===== config.mk =====
export PLATFORM = sky130hd
export DESIGN_NAME = nibble_serial_adder
export DESIGN_NICKNAME = d
export VERILOG_FILES = /design/src/rtl/nibble_serial_adder.sv
export SDC_FILE = /design/constraint.sdc
export NUM_CORES = 1
export LEC_CHECK = 0
export CORE_MARGIN = 3
export CORE_UTILIZATION = 30
export DETAILED_ROUTE_END_ITERATION = 6
export HOLD_SLACK_MARGIN = 0.05
export RECOVER_POWER = 25
export SYNTH_ARGS = -nofsm -noshare
export SYNTH_HDL_FRONTEND = slang
export SYNTH_SLANG_ARGS = --single-unit
export TNS_END_PERCENT = 10

===== constraint.sdc =====
create_clock -name clk -period 3.4 [get_ports clk]
set_input_delay 0.51 -clock clk [delete_from_list [all_inputs] [get_ports clk]]
set_output_delay 0.51 -clock clk [all_outputs]
set_load 0.01 [all_outputs]

===== src/rtl/nibble_serial_adder.sv =====
// Multi-cycle wide adder: one 4-bit ripple slice reused LSB nibble first, valid/ready on both sides.
// Optional signed-overflow output is enabled by defining NSA_OVERFLOW_EN.
module nibble_serial_adder #(
   parameter int NIBBLES = 4
) (
   input  logic                   clk,
   input  logic                   rst,
   input  logic                   in_valid,
   output logic                   in_ready,
   input  logic [4*NIBBLES-1:0]   a,
   input  logic [4*NIBBLES-1:0]   b,
   input  logic                   cin,
   output logic                   out_valid,
   input  logic                   out_ready,
   output logic [4*NIBBLES-1:0]   sum,
   output logic                   cout,
   output logic                   busy,
   output logic                   ovf
);

   localparam int W  = 4 * NIBBLES;
   localparam int IW = (NIBBLES > 1) ? $clog2(NIBBLES) : 1;

   typedef enum logic [1:0] {
      IDLE = 2'd0,
      RUN  = 2'd1,
      DONE = 2'd2
   } state_t;

   state_t          state_r;
   state_t          state_s;
   logic [W-1:0]    a_r;
   logic [W-1:0]    b_r;
   logic [W-1:0]    sum_r;
   logic            carry_r;
   logic            cout_r;
   logic [IW-1:0]   idx_r;
   logic [3:0]      nib_a_s;
   logic [3:0]      nib_b_s;
   logic [4:0]      nib_sum_s;
   logic            last_s;
   logic            accept_s;

   // Shared 4-bit slice: selects the current operand nibbles and adds them with the held carry.
   always_comb begin
      nib_a_s   = a_r[{idx_r, 2'b00} +: 4];
      nib_b_s   = b_r[{idx_r, 2'b00} +: 4];
      nib_sum_s = {1'b0, nib_a_s} + {1'b0, nib_b_s} + {4'b0000, carry_r};
      last_s    = (idx_r == IW'(NIBBLES - 1));
      accept_s  = (state_r == IDLE) && in_valid;
   end

   // Next-state decode for the IDLE/RUN/DONE sequencer.
   always_comb begin
      state_s = state_r;
      case (state_r)
         IDLE: begin
            if (in_valid) state_s = RUN;
            else          state_s = IDLE;
         end
         RUN: begin
            if (last_s) state_s = DONE;
            else        state_s = RUN;
         end
         DONE: begin
            if (out_ready) state_s = IDLE;
            else           state_s = DONE;
         end
         default: state_s = IDLE;
      endcase
   end

   // State register; reset wins over every transition.
   always_ff @(posedge clk) begin
      if (rst) state_r <= IDLE;
      else     state_r <= state_s;
   end

   // Operand capture on accept, then one sum nibble per RUN cycle.
   always_ff @(posedge clk) begin
      if (rst) begin
         a_r     <= '0;
         b_r     <= '0;
         sum_r   <= '0;
         carry_r <= 1'b0;
         cout_r  <= 1'b0;
         idx_r   <= '0;
      end else if (accept_s) begin
         a_r     <= a;
         b_r     <= b;
         sum_r   <= '0;
         carry_r <= cin;
         cout_r  <= 1'b0;
         idx_r   <= '0;
      end else if (state_r == RUN) begin
         sum_r[{idx_r, 2'b00} +: 4] <= nib_sum_s[3:0];
         carry_r                    <= nib_sum_s[4];
         idx_r                      <= idx_r + 1'b1;
         if (last_s) cout_r <= nib_sum_s[4];
      end
   end

`ifdef NSA_OVERFLOW_EN
   logic [3:0] msb_add_s;
   logic       ovf_r;

   // Carry into bit W-1 comes from the low three bits of the top nibble.
   always_comb begin
      msb_add_s = {1'b0, nib_a_s[2:0]} + {1'b0, nib_b_s[2:0]} + {3'b000, carry_r};
   end

   // Overflow is captured on the final nibble and held through DONE.
   always_ff @(posedge clk) begin
      if (rst)                          ovf_r <= 1'b0;
      else if (accept_s)                ovf_r <= 1'b0;
      else if (state_r == RUN && last_s) ovf_r <= msb_add_s[3] ^ nib_sum_s[4];
   end

   assign ovf = ovf_r;
`else
   assign ovf = 1'b0;
`endif

   assign in_ready  = (state_r == IDLE);
   assign out_valid = (state_r == DONE);
   assign busy      = (state_r != IDLE);
   assign sum       = sum_r;
   assign cout      = cout_r;

endmodule


# Word-level counts from Yosys, hierarchy flattened
# Cells that the tools add are included.
# op_classes
add_sub_neg,4
multipliers,0
div,0
magnitude_cmp,0
n_eq_ne,3
shifts,4
muxes,7
bitwise_logic,0
reduce_logical,6
# op_table
cell,count
16-bit by 5-bit variable part select with 4-bit output,2
16-bit bitwise mux,1
4-bit by 6-bit variable shift with 16-bit output (first input constant),1
4-bit by 6-bit variable part select with 16-bit output,1
4-bit negator with 6-bit output,1
2-bit one-hot mux with 3 select lines,1
4-bit by 4-bit adder with 5-bit output,1
5-bit by 1-bit adder with 5-bit output,1
2-bit equality test (second input constant),2
2-bit two-way mux,2
2-bit nonzero test,2
1-bit two-way mux,3
2-bit by 1-bit adder with 2-bit output (second input constant),1
2-bit by 1-bit equality test with 1-bit output (second input constant),1
2-bit zero test,1
2-bit AND reduction,1
2-bit OR reduction,1
1-bit logical AND,1
# word_totals
register_bits,54
latch_bits,0
mem_bits_rw,0
rom_bits,0
input_bits,37
output_inout_bits,21
n_memories,0

# Depth between registers and ports, before layout
# Gate-level depths: netlist (run 1).
# logic_depth
depth_word,5
mapped_depth,8

# Worst setup path before layout (run 1)
# OpenSTA, ideal clock, no wires.
# synth_timing
path_kind,reg-to-reg
startpoint,register idx_r[0]
endpoint,register carry_r
setup_time_ps,129
arrival_time_ps,2560
required_ps,3271
setup_slack_ps,711
stages_incl_launch_ff,9
path_buffers,1
period_less_slack_ps,2689
cell_sequence,dfxtp_1 -> buf_4 -> mux4_2 -> fa_1 -> fa_1 -> a21o_1 -> a21oi_1 -> a211o_1 -> a21oi_1
# synth_between
elab_chain_len,5
word_cells_on_any_way,6
# synth_lines
element,line,source
from (decl),37,logic [IW-1:0] idx_r;
from (signal assigned),98,idx_r <= idx_r + 1'b1;
"16-bit by 5-bit variable part select with 4-bit output, on equally long branches","46, 47",
4-bit by 4-bit adder with 5-bit output (*),48,"nib_sum_s = {1'b0, nib_a_s} + {1'b0, nib_b_s} + {4'b0000, carry_r};"
5-bit by 1-bit adder with 5-bit output (*),48,
1-bit two-way mux (*),95,end else if (state_r == RUN) begin
1-bit two-way mux (*),88,end else if (accept_s) begin
to (signal assigned),92,carry_r <= cin;
to (signal assigned),97,carry_r <= nib_sum_s[4];
to (decl),35,logic carry_r;
# Mark *: on every way between the ends. The rest lies on a longest branch, timed or not. The select of a mux whose other input is x is not followed.
# A chain may end at the register's enable or synchronous reset.

# Worst setup path after layout (run 1)
# Same ends and word-level chain as after synthesis.

==> results by group, run 1 <==
Drt
  • Final ANT Viol Nets: 0
  • Post-Route WL: roughly 5.5 mm
  • DRC: 0
  • First drt pass iteration count: 4
  • Via count: 1967
  • Wire per inst: 13.1 um
  • Vias/cell: between 4 and 5
  • Number of DRC markers in iteration 0: 69

Critical path
  • Worst endpoint required time: 3.59 ns
  • Crit path max-delay family: adder cells
  • Crit Reg-Reg Endpoint: carry_r
  • Startpoint types: flip-flop
  • Critical path arrival: 2.89 ns
  • Cell breakdown of the critical path: mux4_2 > fa_1 > fa_1 > a21o_1 > a21oi_1 > a211o_1 > a21oi_1
  • Critical path endpoint category: flip-flop
  • Slowest CP cell: mux4_2
  • Crit Path Max Fanout: 6
  • R2R setup slack: about 0.70 ns
  • Max incr delay on CP: 0.58 ns
  • Worst reg2reg path startpoint: idx_r[0]
  • Critical path class: reg -> reg
  • FF-to-FF path depth: 7
  • Buf+Inv Stages, Crit Path: 0

Placed design
  • Post-DP HPWL: 4.16 mm
  • DP Area: 0.00306 sq mm
  • Cells after DPL: between 400 and 500
  • Port Buffers: 56
  • Gpl congestion: 0.858

Global routing
  • Global-route wire length before repair: 9.21 mm
  • Total GRT Usage: 0.129
  • Grt ovf: 0
  • Antenna violations before repair: 0
  • Vias in the first global route: 1879
  • Largest net degree at the start of global routing: 36

CTS
  • Total CTS buffers: 5
  • H-tree levels: 2
  • Max clock buf depth: 2
  • # hold bufs at CTS: 0
  • TritonCTS sink count: 54
  • Root buf cell: clkbuf_8
  • Post-CTS sizing: 0
  • CTS clock-pin slew for the worst setup and hold paths: 0.10 ns
  • Latest clock arrival within the worst-skew pair: approximately 0.3 ns
  • CTS tree: yes
  • Postcts setup bufs: 0

STA
  • Endpoints failing setup: 0
  • Fin crit period: 2.70 ns
  • Clock skew: 0.00358 ns
  • Unrepaired setup endpoints after global routing: false
  • Max Clock Freq: 370 MHz
  • Setup TNS Final: 0 ns
  • Worst slew pin tran: 1.33 ns
  • Hold Violations, Final: 0
  • Max Slew Vio Count: 0
  • Rel. slew slack: 0.113
  • Final Hold Slack: 0.458 ns
  • Fin crit share: 0.795

Synthesis
  • Seq cells post-synth: 54
  • Sequential-to-total area share from yosys stat: 0.445
  • Synth area leader: dfxtp_1
  • Syn nets: 313
  • Syn avg cell area: approximately 9.2 sq um
  • Post-Syn Instances: 265
  • Yosys Warn Count: 0
  • Ranking of synthesized cells by area: dfxtp_1 (45%), nand2_1 (11%), a21oi_1 (7.6%)
  • Distinct cells, synth: 32
  • Synthesized area: 0.00243 sq mm
  • Share of the synthesized area in the top cell type: 0.445

Run
  • Max-cap violations: 0

Power and ir drop
  • Worst VDD drop: 0.000148 V
  • PwrDens: 402 mW/mm^2
  • Static Leak: ~1.2 nW

Min path
  • Hold path start: b_r[13]
  • Hold Path Sink: b_r[13]
  • Hold Path Depth: 2
  • Min-Delay Path Class: reg -> reg

Finish
  • Design Area, Final: around 0.0032 sq mm
  • Non-filler instance count after layout: ~420
  • Fill cells: between 700 and 800
  • Final core utilization: 0.404
  • Layout cells sized above 1: 0.0883
  • Final nets: 364
  • ANT cells: 0
  • Layout area overhead: 30.1%

Floorplanning
  • Die width: between 90 and 100 um
  • I/O Pins: 58
  • Standard-cell rows: 32
  • Initial Util: 0.311
  • Core ar.: 0.00781 sq mm
  • Die height: between 90 and 100 um
  • Die area: 0.00921 sq mm

Outcome
  • Status: complete, no violations
## kinds of logic after synthesis
kind of cell	synth area share
compound gates	0.148
xor+xnor	0.00361
fa+ha+maj	0.0629
buf+inv	0.0474
flops	0.445
mux	0.0783
other cells	0.00154
simple gates	0.213
## layout make-up
| class | count | area [sq um] | area share |
|---|---|---|---|
| timing repair buffer | 61 | 594 | 0.188 |
| sequential | 54 | 1080 | 0.342 |
| clock inverter | 1 | 8.76 | 0.00277 |
| inverter | 5 | 18.8 | 0.00594 |
| clock buffer | 7 | 96.3 | 0.0305 |
| multi-input combinational | 189 | 1230 | 0.390 |
| tap | 102 | 128 | 0.0404 |
## worst register-to-register path, stage by stage (launching register included)
cell,delay (ns)
dfxtp_1,0.54
mux4_2,0.58
fa_1,0.45
fa_1,0.42
a21o_1,0.17
a21oi_1,0.22
a211o_1,0.16
a21oi_1,0.06
## Yosys cell counts (all sizes together)
master	n
nand2b	3
a21o	2
fa	2
nor4	1
inv	5
nor2b	1
nand3b	1
ha	9
dfxtp	54
nand2	73
nor4b	3
a22oi	13
mux2i	1
a21oi	37
a211o	2
nor3	1
buf	13
conb	1
a32oi	4
and2	1
nor2	21
or2	1
nand3	1
mux4	8
a311oi	1
clkbuf	4
xor2	1
and2b	1
## state kept, by name, summed over array words and instances, names as in the netlist
| signal | cells |
|---|---|
| idx_r | 2 |
| a_r | 16 |
| state_r | 2 |
| b_r | 16 |
| carry_r | 1 |
| sum | 16 |
| cout | 1 |
## worst max path at each step
stage | startpoint | to | slack [ns] | cells after the start
floorplan | idx_r[0] | carry_r | 0.71 | 8
global placement | idx_r[0] | carry_r | 0.76 | 7
detailed placement | idx_r[0] | carry_r | 0.68 | 7
CTS | idx_r[0] | carry_r | 0.66 | 7
global route | idx_r[0] | carry_r | 0.53 | 7
finish | idx_r[0] | carry_r | 0.70 | 7
## through the flow
stage               power, mW  setup WS [ns]
floorplan               0.811          0.711
global placement        0.884          0.759
detailed placement      0.887          0.677
CTS                      1.28          0.663
global route             1.33          0.528
finish                   1.27          0.698
## report_power, final
part	total (mW)	switching (mW)	internal, mW
clock	0.400	0.213	0.187
combinational	0.193	0.0969	0.0965
sequential	0.676	0.0177	0.659
## placed cells by master (no fill, tap or decap), types with 3 or more instances in the layout
master,count
a21oi_1,37
a22oi_1,13
a32oi_1,4
buf_4,4
clkbuf_8,7
clkdlybuf4s50_1,55
dfxtp_1,54
ha_1,9
inv_1,5
mux4_2,8
nand2_1,73
nor2_1,20
nor4b_4,3
## routing by layer
metal  vias up  wire length [um]  GRT usage
li1       1003                 -          -
met5         -                 0          0
met1       897              2680      0.181
met3        12               242     0.0289
met2        55              2470      0.192
met4         0                95     0.0486
Note: power is estimated with default switching activity, not from simulation.
==> run 2, diff against run 1 <==
Clock period 3.4 ns to 2.5 ns, I/O delays scaled along.
==> results by group, run 2 (same netlist as run 1, synthesis figures left out) <==
Outcome
  • Status: complete, no violations

CTS
  • CTS tree: yes
  • Latest clock arrival within the worst-skew pair: 0.31 ns
  • Max clock buf depth: 2
  • # hold bufs at CTS: 0
  • Root buf cell: clkbuf_8
  • Total CTS buffers: 5
  • H-tree levels: 2
  • CTS clock-pin slew for the worst setup and hold paths: 0.10 ns
  • TritonCTS sink count: 54

Placed design
  • Worst slack at placement: between 0.04 and 0.05 ns
  • DP Area: roughly 0.0031 sq mm
  • Post-DP HPWL: about 4.2 mm
  • Cells after DPL: 414
  • Gpl congestion: approximately 0.80
  • Port Buffers: 56

Critical path
  • Critical path class: reg -> reg
  • Worst endpoint required time: 2.75 ns
  • Critical path arrival: 2.66 ns
  • Max incr delay on CP: about 0.53 ns
  • Buf+Inv Stages, Crit Path: 0
  • Crit Path Max Fanout: 7
  • Cell breakdown of the critical path: mux4_2 > fa_2 > fa_2 > xor2_1 > a22oi_1 > nor2_1
  • Crit path max-delay family: adder cells
  • Critical path endpoint category: flip-flop
  • Startpoint types: flip-flop
  • Most frequent cell on the critical path: fa_2
  • Slowest CP cell: mux4_2

Run
  • Max-cap violations: 0

Floorplanning
  • Die width: 96.0 um
  • Die height: ~96 um
  • Initial Util: 0.311
  • Core ar.: 0.00781 sq mm
  • Die area: 0.00921 sq mm
  • I/O Pins: 58
  • Standard-cell rows: 32

Power and ir drop
  • Sequential group share of total power: 0.521
  • Net Switching: 469 uW
  • Static Leak: 1.19 nW
  • Combinational power share: 0.154
  • Clk network pwr share: 0.325
  • Power Total: 1.77 mW
  • Sw Ratio: 0.266
  • Pint: 1.30 mW
  • Worst VDD drop: 0.000229 V
  • PwrDens: 552 mW/mm^2

Global routing
  • Total GRT Usage: 0.126
  • Vias in the first global route: 1813
  • Largest net degree at the start of global routing: 36
  • Grt ovf: 0
  • Global-route wire length before repair: 8.97 mm
  • Antenna violations before repair: 0

Drt
  • Post-Route WL: ~5.6 mm
  • Wire per inst: ~13 um
  • DRC: 0
  • Via count: 1964
  • Number of DRC markers in iteration 0: 67
  • Vias/cell: between 4 and 5
  • First drt pass iteration count: 6
  • Final ANT Viol Nets: 0

Finish
  • Fill cells: 819
  • ANT cells: 0
  • Layout cells sized above 1: 0.106
  • Commonest non-fill, non-tap cell in the layout: nand2_1
  • Design Area, Final: 0.00320 sq mm
  • Layout area overhead: 31.8%
  • Final nets: 367
  • Non-filler instance count after layout: 422
  • Most frequent cells in the layout: nand2_1 (73), clkdlybuf4s50_1 (56), dfxtp_1 (53), a21oi_1 (36), nor2_1 (21)

STA
  • Rel. slew slack: 0.0652
  • Max Slew Vio Count: 0
  • Fin crit period: 2.41 ns
  • Fin crit share: 0.966
  • Unrepaired setup endpoints after global routing: true
  • Final worst slack: 0.0853 ns
  • Endpoints failing setup: 0
  • Hold Violations, Final: 0
  • Max Clock Freq: 414 MHz
  • Worst slew pin tran: 1.40 ns
  • Clock skew: 0.00654 ns

Min path
  • Min-Delay Path Class: reg -> reg
## run 2: cell count changes in the layout (fill, tap and decap cells not counted), moves of 2 or more
| cell | delta |
|---|---|
| buf_4 | +3 |
| clkbuf_8 | -2 |
| fa_1 | -2 |
| fa_2 | +2 |
## run 2: worst paths after layout
check	from	endpoint	slack, ns	depth (start not counted)
max	idx_r[0]	sum[10]	0.09	6
min reg2reg	a_r[1]	a_r[1]	0.46	2
max reg2reg	idx_r[0]	sum[10]	0.09	6
min	a_r[1]	a_r[1]	0.46	2
## run 2: what timing repair did
action / CTS / global route
endpoints found under the hold margin: 0 / 0
setup endpoints to repair: 0 / 7
resized for setup: 0 / 2
setup buffers: 0 / 0
## run 2: area by class of cell
cell class                      count  area, sq um  share of cell area
Inverter                            5         18.8             0.00587
Clock buffer                        6         93.8              0.0293
Sequential cell                    54         1080               0.339
Tap cell                          102          128              0.0399
Multi-Input combinational cell    189         1240               0.387
Timing Repair Buffer               64          617               0.193
Clock inverter                      2         18.8             0.00587
## run 2: layer usage
layer,wire length (um),track usage
met5,0,0
met4,93,0.0284
met2,2570,0.206
met3,360,0.0352
met1,2600,0.166
## run 2: metrics by stage
stage | utilization | hold slack [ns] | TNS [ns]
2_1_floorplan | - | 0.433 | 0
3_3_place_gp | 0.395 | 0.443 | 0
3_5_place_dp | 0.395 | 0.447 | 0
4_1_cts | 0.410 | 0.462 | 0
5_1_grt | 0.410 | 0.489 | -0.0244
6_report | 0.410 | 0.458 | 0
## run 2: worst register-to-register path: stages, from the launching register on
cell and delay, ns:
dfxtp_4 0.42, mux4_2 0.53, fa_2 0.40, fa_2 0.36, xor2_1 0.37, a22oi_1 0.17
nor2_1 0.10
## run 2: power by group through the flow
stage | logic (mW) | registers, mW | clock network, mW
after floorplan | 0.173 | 0.932 | 0
after global placement | 0.269 | 0.941 | 0
after detailed placement | 0.272 | 0.942 | 0
after CTS | 0.273 | 0.922 | 0.582
after global routing | 0.300 | 0.926 | 0.625
final | 0.271 | 0.921 | 0.575
==> run 3, diff against run 2 <==
Settings changed: ABC_AREA from default to 1, SKIP_CTS_REPAIR_TIMING from default to 1, SKIP_LAST_GASP from default to 1.
==> results by group, run 3 <==
Synthesis
  • Syn nets: ~380
  • Distinct cells, synth: 32
  • Synth area leader: dfxtp_1
  • Share of the synthesized area in the top cell type: 0.438
  • Main synth FF type: dfxtp_1
  • Yosys Warn Count: 0
  • Post-Syn Instances: between 300 and 400
  • Share of async-settable or async-resettable flops after synthesis: 0
  • Syn avg cell area: 7.50 sq um
  • Seq cells post-synth: 54
  • Synth cell count leaders: nor2_1 (92), dfxtp_1 (54), o21ai_0 (51)
  • Ranking of synthesized cells by area: dfxtp_1 (44%), nor2_1 (14%), o21ai_0 (10%)
  • Sequential-to-total area share from yosys stat: 0.438
  • Count leader, synth: nor2_1
  • Post-synth EDFFs: 0
  • Synthesized area: approximately 0.0025 sq mm

Global routing
  • Vias in the first global route: 2216
  • Global-route wire length before repair: roughly 9.9 mm
  • Largest net degree at the start of global routing: 37
  • Total GRT Usage: 0.125
  • Grt ovf: 0
  • Antenna violations before repair: 0

STA
  • Max Clock Freq: 442 MHz
  • Setup TNS Final: 0 ns
  • Fin crit period: ~2.3 ns
  • Final Hold Slack: 0.475 ns
  • Hold Violations, Final: 0
  • Worst slew pin tran: a little under 1 ns
  • Clock skew: 0.00620 ns
  • Endpoints failing setup: 0
  • Final worst slack: 0.236 ns
  • Fin crit share: 0.906
  • Unrepaired setup endpoints after global routing: false
  • Rel. slew slack: 0.345
  • Max Slew Vio Count: 0

Finish
  • Layout cells sized above 1: 0.0862
  • Commonest non-fill, non-tap cell in the layout: nor2_1
  • Fill cells: 872
  • Layout area overhead: 30.4%
  • Design Area, Final: 0.00322 sq mm
  • Final nets: 431
  • ANT cells: 0
  • Final core utilization: 0.410
  • Most frequent cells in the layout: nor2_1 (92), clkdlybuf4s50_1 (56), dfxtp_1 (54), o21ai_0 (51), nand2_1 (36)
  • Non-filler instance count after layout: 485

Floorplanning
  • Initial Util: 0.315
  • Die width: 96.7 um
  • Core ar.: a little under 0.008 sq mm
  • Die height: 96.7 um
  • Die area: 0.00935 sq mm
  • Standard-cell rows: 32
  • I/O Pins: 58

Placed design
  • Gpl congestion: ~0.81
  • DP Area: 0.00313 sq mm
  • Cells after DPL: 478
  • Post-DP HPWL: 4.58 mm
  • Worst slack at placement: about 0.11 ns
  • Port Buffers: 56

Min path
  • Hold path start: sum[9]
  • Min-Delay Path Class: reg -> reg

Critical path
  • Startpoint types: flip-flop
  • Critical path arrival: about 2.5 ns
  • Crit Path Max Fanout: 9
  • Critical path endpoint category: flip-flop
  • Worst reg2reg path startpoint: idx_r[1]
  • R2R setup slack: 0.24 ns
  • Critical path class: reg -> reg
  • Worst endpoint required time: 2.75 ns
  • Worst setup path startpoint: idx_r[1]

Drt
  • Post-Route WL: 5.99 mm
  • Vias/cell: between 4 and 5
  • DRC: 0
  • Final ANT Viol Nets: 0
  • Number of DRC markers in iteration 0: 78
  • Wire per inst: between 10 and 15 um
  • Wl on met1: 2.77 mm
  • Max Used Layer: met4
  • First drt pass iteration count: 4
  • WL met2: 2.86 mm
  • Metal3 WL: 269 um
  • Via count: between 2000 and 2500

Power and ir drop
  • Power Total: 1.79 mW
  • Clk network pwr share: 0.268
  • Sw Ratio: 0.292
  • Combinational power share: 0.205
  • Sequential group share of total power: 0.527
  • Pint: 1.26 mW
  • Net Switching: about 520 uW
  • PwrDens: between 500 and 600 mW/mm^2
  • Worst VDD drop: 0.000212 V
  • Static Leak: 1.21 nW

Outcome
  • Status: complete, no violations

CTS
  • Latest clock arrival within the worst-skew pair: approximately 0.31 ns
  • CTS clock-pin slew for the worst setup and hold paths: roughly 0.10 ns
  • H-tree levels: 2
  • Total CTS buffers: 5
  • TritonCTS sink count: 54
  • Max clock buf depth: 2
  • CTS tree: yes
  • Root buf cell: clkbuf_8

Run
  • Max-cap violations: 0
## run 3: changes by cell type after synthesis, sizes merged, moves of 7 or more
| cell | delta |
|---|---|
| buf | -7 |
| nor2 | +75 |
| mux4 | -8 |
| o22ai | +8 |
| a22oi | -9 |
| o21ai | +51 |
| nand3 | +7 |
| a21oi | -19 |
| inv | +11 |
| nand2 | -36 |
## run 3: worst paths after layout
| path | endpoint | depth (start not counted) |
|---|---|---|
| max | sum[6] | 10 |
| min | sum[9] | 2 |
| max reg2reg | sum[6] | 10 |
| min reg2reg | sum[9] | 2 |
## run 3: cells by family after synthesis
group                    count (synthesis)  share of synthesized area
AO/OA/AOI/OAI                           84                      0.191
XOR/XNOR                                 1                    0.00355
adder cells (fa/ha/maj)                 11                     0.0618
buffers and inverters                   33                     0.0588
flip-flops                              54                      0.438
other                                    1                    0.00152
AND/OR/NAND/NOR                        145                      0.245
## run 3: final cells by class
class / instances / area, sq um / share of cell area
clock inverters: 2 / 15.0 / 0.00467
well taps: 102 / 128 / 0.0397
flip-flops and latches: 54 / 1080 / 0.336
inverters: 17 / 68.8 / 0.0214
multi-input cells: 242 / 1250 / 0.388
clock buffers: 5 / 68.8 / 0.0214
repair buffers: 63 / 609 / 0.189
## run 3: critical path: stages (launching register included)
cell and delay (ns):
dfxtp_1 0.45, inv_1 0.14, o21ai_0 0.10, o22ai_1 0.12, fa_2 0.42, fa_2 0.39, xor2_2 0.22, nand2_1 0.08
nor2_1 0.13, a22oi_1 0.08, nor2_1 0.09
## run 3: power by group through the flow
stage          Clock [mW]  Combinational [mW]  Sequential (mW)
3_3_place_gp            0               0.349            0.963
5_1_grt             0.510               0.415            0.949
4_1_cts             0.487               0.361            0.943
2_1_floorplan           0               0.232            0.954
3_5_place_dp            0               0.358            0.963
6_report            0.479               0.366            0.942
## run 3: per-layer routing
| metal | vias up | track usage |
|---|---|---|
| met5 | - | 0 |
| met4 | 0 | 0.0443 |
| met3 | 10 | 0.0296 |
| met2 | 52 | 0.212 |
| met1 | 1002 | 0.153 |
| li1 | 1178 | - |
